<file path="config.mk">
export PLATFORM = sky130hd
export DESIGN_NAME = if_fetch_stage
export DESIGN_NICKNAME = d
export VERILOG_FILES = /design/src/rtl/if_fetch_stage_pkg.sv /design/src/rtl/if_fetch_stage_if_id_reg.sv /design/src/rtl/if_fetch_stage.sv
export SDC_FILE = /design/constraint.sdc
export NUM_CORES = 1
export LEC_CHECK = 0
export CORE_UTILIZATION = 40
export CTS_CLUSTER_DIAMETER = 100
export CTS_CLUSTER_SIZE = 24
export DETAILED_ROUTE_END_ITERATION = 8
export GPL_TIMING_DRIVEN = 0
export PLACE_DENSITY = 0.74
export SETUP_SLACK_MARGIN = 0.4
export SLEW_MARGIN = 20
export SYNTH_ARGS = -nofsm -noshare
export SYNTH_HDL_FRONTEND = slang
export SYNTH_SLANG_ARGS = --single-unit
</file>
<file path="constraint.sdc">
create_clock -name Clk -period 1.8 [get_ports Clk]
set_clock_uncertainty 0.05 [all_clocks]
set_input_delay 0.36 -clock Clk [delete_from_list [all_inputs] [get_ports Clk]]
set_output_delay 0.36 -clock Clk [all_outputs]
set_load 0.03 [all_outputs]
</file>
<file path="src/rtl/if_fetch_stage_pkg.sv">
// rtl/if_fetch_stage_pkg.sv - shared fetch-stage FSM states and bubble encoding
package if_fetch_stage_pkg;

   typedef enum logic [1:0] {
      ST_RUN      = 2'd0,
      ST_HOLD     = 2'd1,
      ST_REDIRECT = 2'd2
   } fetch_state_t;

   localparam logic [31:0] NOP_ENC = 32'h0000_0000;

endpackage

</file>
<file path="src/rtl/if_fetch_stage_if_id_reg.sv">
// rtl/if_fetch_stage_if_id_reg.sv - IF/ID pipeline register with hold and bubble-clear
module if_id_reg
   import if_fetch_stage_pkg::*;
#(
   parameter logic [31:0] NOP_INSTR = NOP_ENC
) (
   input  logic        Clk,
   input  logic        Rst,
   input  logic        i_clear,
   input  logic        i_hold,
   input  logic [31:0] i_instr,
   input  logic [31:0] i_pc_plus,
   output logic [31:0] o_instr,
   output logic [31:0] o_pc_plus,
   output logic        o_valid
);

   logic [31:0] r_instr;
   logic [31:0] r_pc_plus;
   logic        r_valid;

   // A bubble keeps the old PC+step; only the instruction and valid bit are cleared.
   always_ff @(posedge Clk or negedge Rst) begin
      if (!Rst) begin
         r_instr   <= NOP_INSTR;
         r_pc_plus <= 32'h0000_0000;
         r_valid   <= 1'b0;
      end else if (i_clear) begin
         r_instr <= NOP_INSTR;
         r_valid <= 1'b0;
      end else if (!i_hold) begin
         r_instr   <= i_instr;
         r_pc_plus <= i_pc_plus;
         r_valid   <= 1'b1;
      end
   end

   assign o_instr   = r_instr;
   assign o_pc_plus = r_pc_plus;
   assign o_valid   = r_valid;

endmodule

</file>
<file path="src/rtl/if_fetch_stage.sv">
// rtl/if_fetch_stage.sv - PC, next-PC select, fetch FSM and IF/ID; IF_PERF_CNT_EN adds stall/redirect counters
module if_fetch_stage
   import if_fetch_stage_pkg::*;
#(
   parameter logic [31:0] RESET_PC  = 32'h0000_0000,
   parameter logic [31:0] PC_STEP   = 32'd4,
   parameter logic [31:0] NOP_INSTR = NOP_ENC
) (
   input  logic        Clk,
   input  logic        Rst,
   input  logic        Stall,
   input  logic        PCSrc,
   input  logic [31:0] BranchTarget,
   input  logic [31:0] ImemInstr,
   output logic [31:0] ImemAddr,
   output logic [31:0] IFID_Instr,
   output logic [31:0] IFID_PCPlus4,
   output logic        IFID_Valid
`ifdef IF_PERF_CNT_EN
   ,
   output logic [31:0] StallCnt,
   output logic [31:0] RedirectCnt
`endif
);

   fetch_state_t r_state;
   logic [31:0]  r_pc;
   logic [31:0]  w_pc_plus;
   logic [31:0]  w_pc_next;
   logic         w_hold;

   assign w_pc_plus = r_pc + PC_STEP;
   assign w_pc_next = PCSrc ? BranchTarget : w_pc_plus;
   assign w_hold    = Stall && !PCSrc;

   // Redirect outranks stall in every state, so all legal states share one rule set.
   always_ff @(posedge Clk or negedge Rst) begin
      if (!Rst) begin
         r_state <= ST_RUN;
         r_pc    <= RESET_PC;
      end else begin
         case (r_state)
            ST_RUN, ST_HOLD, ST_REDIRECT: begin
               if (PCSrc) begin
                  r_state <= ST_REDIRECT;
                  r_pc    <= w_pc_next;
               end else if (Stall) begin
                  r_state <= ST_HOLD;
               end else begin
                  r_state <= ST_RUN;
                  r_pc    <= w_pc_next;
               end
            end
            default: r_state <= ST_RUN;
         endcase
      end
   end

   assign ImemAddr = r_pc;

   if_id_reg #(
      .NOP_INSTR (NOP_INSTR)
   ) u_if_id_reg (
      .Clk       (Clk),
      .Rst       (Rst),
      .i_clear   (PCSrc),
      .i_hold    (w_hold),
      .i_instr   (ImemInstr),
      .i_pc_plus (w_pc_plus),
      .o_instr   (IFID_Instr),
      .o_pc_plus (IFID_PCPlus4),
      .o_valid   (IFID_Valid)
   );

`ifdef IF_PERF_CNT_EN
   logic [31:0] r_stall_cnt;
   logic [31:0] r_redirect_cnt;

   always_ff @(posedge Clk or negedge Rst) begin
      if (!Rst) begin
         r_stall_cnt    <= 32'h0000_0000;
         r_redirect_cnt <= 32'h0000_0000;
      end else begin
         if (PCSrc)
            r_redirect_cnt <= r_redirect_cnt + 32'd1;
         if (w_hold)
            r_stall_cnt <= r_stall_cnt + 32'd1;
      end
   end

   assign StallCnt    = r_stall_cnt;
   assign RedirectCnt = r_redirect_cnt;
`endif

endmodule

</file>
==> run metrics <==
Antenna Nets Post-Route 0; Max Slew Vio Count 0; Internal 5.01 mW; Post-synth top cells dfrtp_1, nor2_1, a21oi_1; fmax 0.546 GHz; Seq/Total Area, Yosys 50.0%; H-tree levels 3; area share of the largest cell type after synthesis 50.0%; PwrDens 937 nW/µm²; final hold vios 0; core footprint 12100 µm²; status finished, violations left; total number of vias 5131; Seq pwr share 36.5%; CP cell instances and3_2 -> nand2_1 -> nor4_4 -> xnor2_1 -> a21oi_1; DR iter-0 viols 372; unrepaired setup endpoints after global routing yes; Max rail drop VDD 0.000476 V; worst-case clock buffer depth 2; CTS tree yes; GRT Residual Overflow 0; terminus of the critical flop-to-flop path u_if_id_reg.o_pc_plus[31]$_DFFE_PN0P_; Die ar. 12800 µm²; CP Launch Type flip-flop; minimum hold slack 0.384 ns; arrival time worst endpoint 2.01 ns; post-layout util 68.1%; Main synth FF type dfrtp_1; GRT Util Overall 28.2%; largest net degree at the start of global routing 76; Synthesis Warnings 0; Setup-failing EPs final 9; Layout Nets 820; Crit path largest cell delay 0.49 ns; layout cell share with drive strength beyond 1 45.0%; Clk Latency, worst-skew pair 0.36 ns; Power, Total 7.69 mW; vias in the first global route 5323; async set-reset flop share out of synthesis 100%; failing checks setup timing; dpl hpwl 10700 µm; DIE WIDTH 113 µm; die span in y 113 µm; clk root buf clkbuf_16; vias per cell 5.55; Layout area overhead 65.6%; net count after synthesis 557; Final Critical Period 1.83 ns; row cnt 40; Port Buffers 164; cell taking the most area after synthesis dfrtp_1; Synth area leaders dfrtp_1, mux2i_1, nor2_1; antenna diode count 0; initial antenna violation count 1; placed cell areas 6950 µm²; CP max stage cell dfrtp_2; Post-Syn Instances 488; CP Max Fanout 8; final period utilization 102%; Ports 165; Worst slew margin 66.2%; Avg Cell Area, Syn 10.2 µm²; DRC 0; initial core utilization 41.1%; Reg2Reg Depth 5; hold crit path type in -> async; type of the worst setup path reg -> reg; Cell Area, Synth 4960 µm²; clock slew seen by the registers of the worst setup and hold paths 0.07 ns; Combinational Power Share 36.4%; worst path bufs/invs 0; total CTS buffers 9; Clock power frac 27.0%; Inst Count DP 821; CP top delay family simple AND/OR/NAND/NOR gates; count of cell types in the netlist 51; count leader, synth dfrtp_1; Post-synth EDFFs 0; first-pass GRT wire length 27700 µm; R2R Path Start ImemAddr[15]$_DFFE_PN0P_; leakage power 3.71 nW; r2r setup slk -0.03 ns; design area 8210 µm²; worst slew pin tran 0.507 ns; #FFs+latches synth 99; wire per inst 19.9 µm; Routed WL 18400 µm; Routability Congestion 0.867; non-filler instance count after layout 924; Sw Share 34.9%; max-cap violation count 0; Sw Pwr 2.68 mW; setup slack after layout -0.0319 ns; 1st-pass router iterations 5; CTS Sinks 99; CP Capture Type flip-flop; worst path required time 1.98 ns
[sequential cells by signal, summed over array words and instances, names as in the netlist]
name / cells
r_state: 2
u_if_id_reg.o_instr: 32
u_if_id_reg.o_pc_plus: 32
ImemAddr: 32
u_if_id_reg.o_valid: 1
[routing by layer]
| metal | vias to the layer above | global-route usage [%] | share of wire, % |
|---|---|---|---|
| met3 | 68 | 7.98 | 9.4 |
| met4 | 2 | 14.6 | 3.3 |
| met5 | - | 0 | 0.054 |
| met2 | 326 | 47.2 | 49 |
| met1 | 2488 | 32.9 | 38 |
| li1 | 2247 | - | - |
[power by group through the flow]
stage               sequential, mW  clock [mW]  combinational, mW
CTS                           2.80        2.09               2.48
global placement              2.85           0               2.21
global route                  2.84        2.20               2.94
detailed placement            2.86           0               2.24
finish                        2.81        2.08               2.80
floorplan                     3.38           0              0.698
[cell type report]
cell class	instances	area, µm²
buffer	36	304
clock buffer	13	240
clock inverter	3	65.1
fill	885	3850
inverter	10	37.5
multi-input combinational	343	2650
sequential	99	2510
tap	168	210
timing repair buffer	252	2190
[cell usage in the layout, fill, tap and decap left out, drive strengths merged, types with 20 or more instances in the layout]
cell type / Yosys / routed
clkbuf: 22 / 34
nand2: 24 / 24
dfrtp: 99 / 99
nor2: 84 / 84
clkdlybuf4s50: 0 / 64
o21ai: 24 / 24
buf: 14 / 200
xnor2: 20 / 20
mux2i: 35 / 35
a21oi: 40 / 40
[stage by stage]
| stage | TNS (ns) | setup WS (ns) |
|---|---|---|
| global placement | -405.20 | -3.86 |
| global route | -1.06 | -0.0987 |
| finish | -0.182 | -0.0319 |
| floorplan | -0.184 | -0.0575 |
| CTS | -0.0155 | -0.0155 |
| detailed placement | -57.49 | -0.850 |
[kinds of logic after synthesis]
kind of cell             after synthesis  synth area share [%]
buffers and inverters                 46                  4.29
AND/OR/NAND/NOR                      158                  17.7
flip-flops                            99                  50.0
multiplexers                          40                  8.20
adder cells (fa/ha/maj)                1                 0.252
AO/OA/AOI/OAI                        116                  14.6
XOR/XNOR                              28                  4.95
[repair_timing]
item	4_1_cts	5_1_grt
setup buffers	56	30
gates cloned	0	0
endpoints found under the hold margin	24	0
hold buffers	1	0
resized for setup	646	66
pin swaps	77	57
setup endpoints to repair	192	101
[worst max-delay path by stage]
stage	from	end	slack, ns	depth (start not counted)
2_1_floorplan	ImemAddr[4]$_DFFE_PN0P_	ImemAddr[17]$_DFFE_PN0P_	-0.06	8
3_3_place_gp	Rst	ImemAddr[8]$_DFFE_PN0P_	-3.86	1
3_5_place_dp	PCSrc	ImemAddr[10]$_DFFE_PN0P_	-0.85	6
4_1_cts	ImemAddr[4]$_DFFE_PN0P_	ImemAddr[17]$_DFFE_PN0P_	-0.02	8
5_1_grt	ImemAddr[15]$_DFFE_PN0P_	u_if_id_reg.o_pc_plus[31]$_DFFE_PN0P_	-0.1	5
6_report	ImemAddr[15]$_DFFE_PN0P_	u_if_id_reg.o_pc_plus[31]$_DFFE_PN0P_	-0.03	5
(Power assumes the default switching activity.)
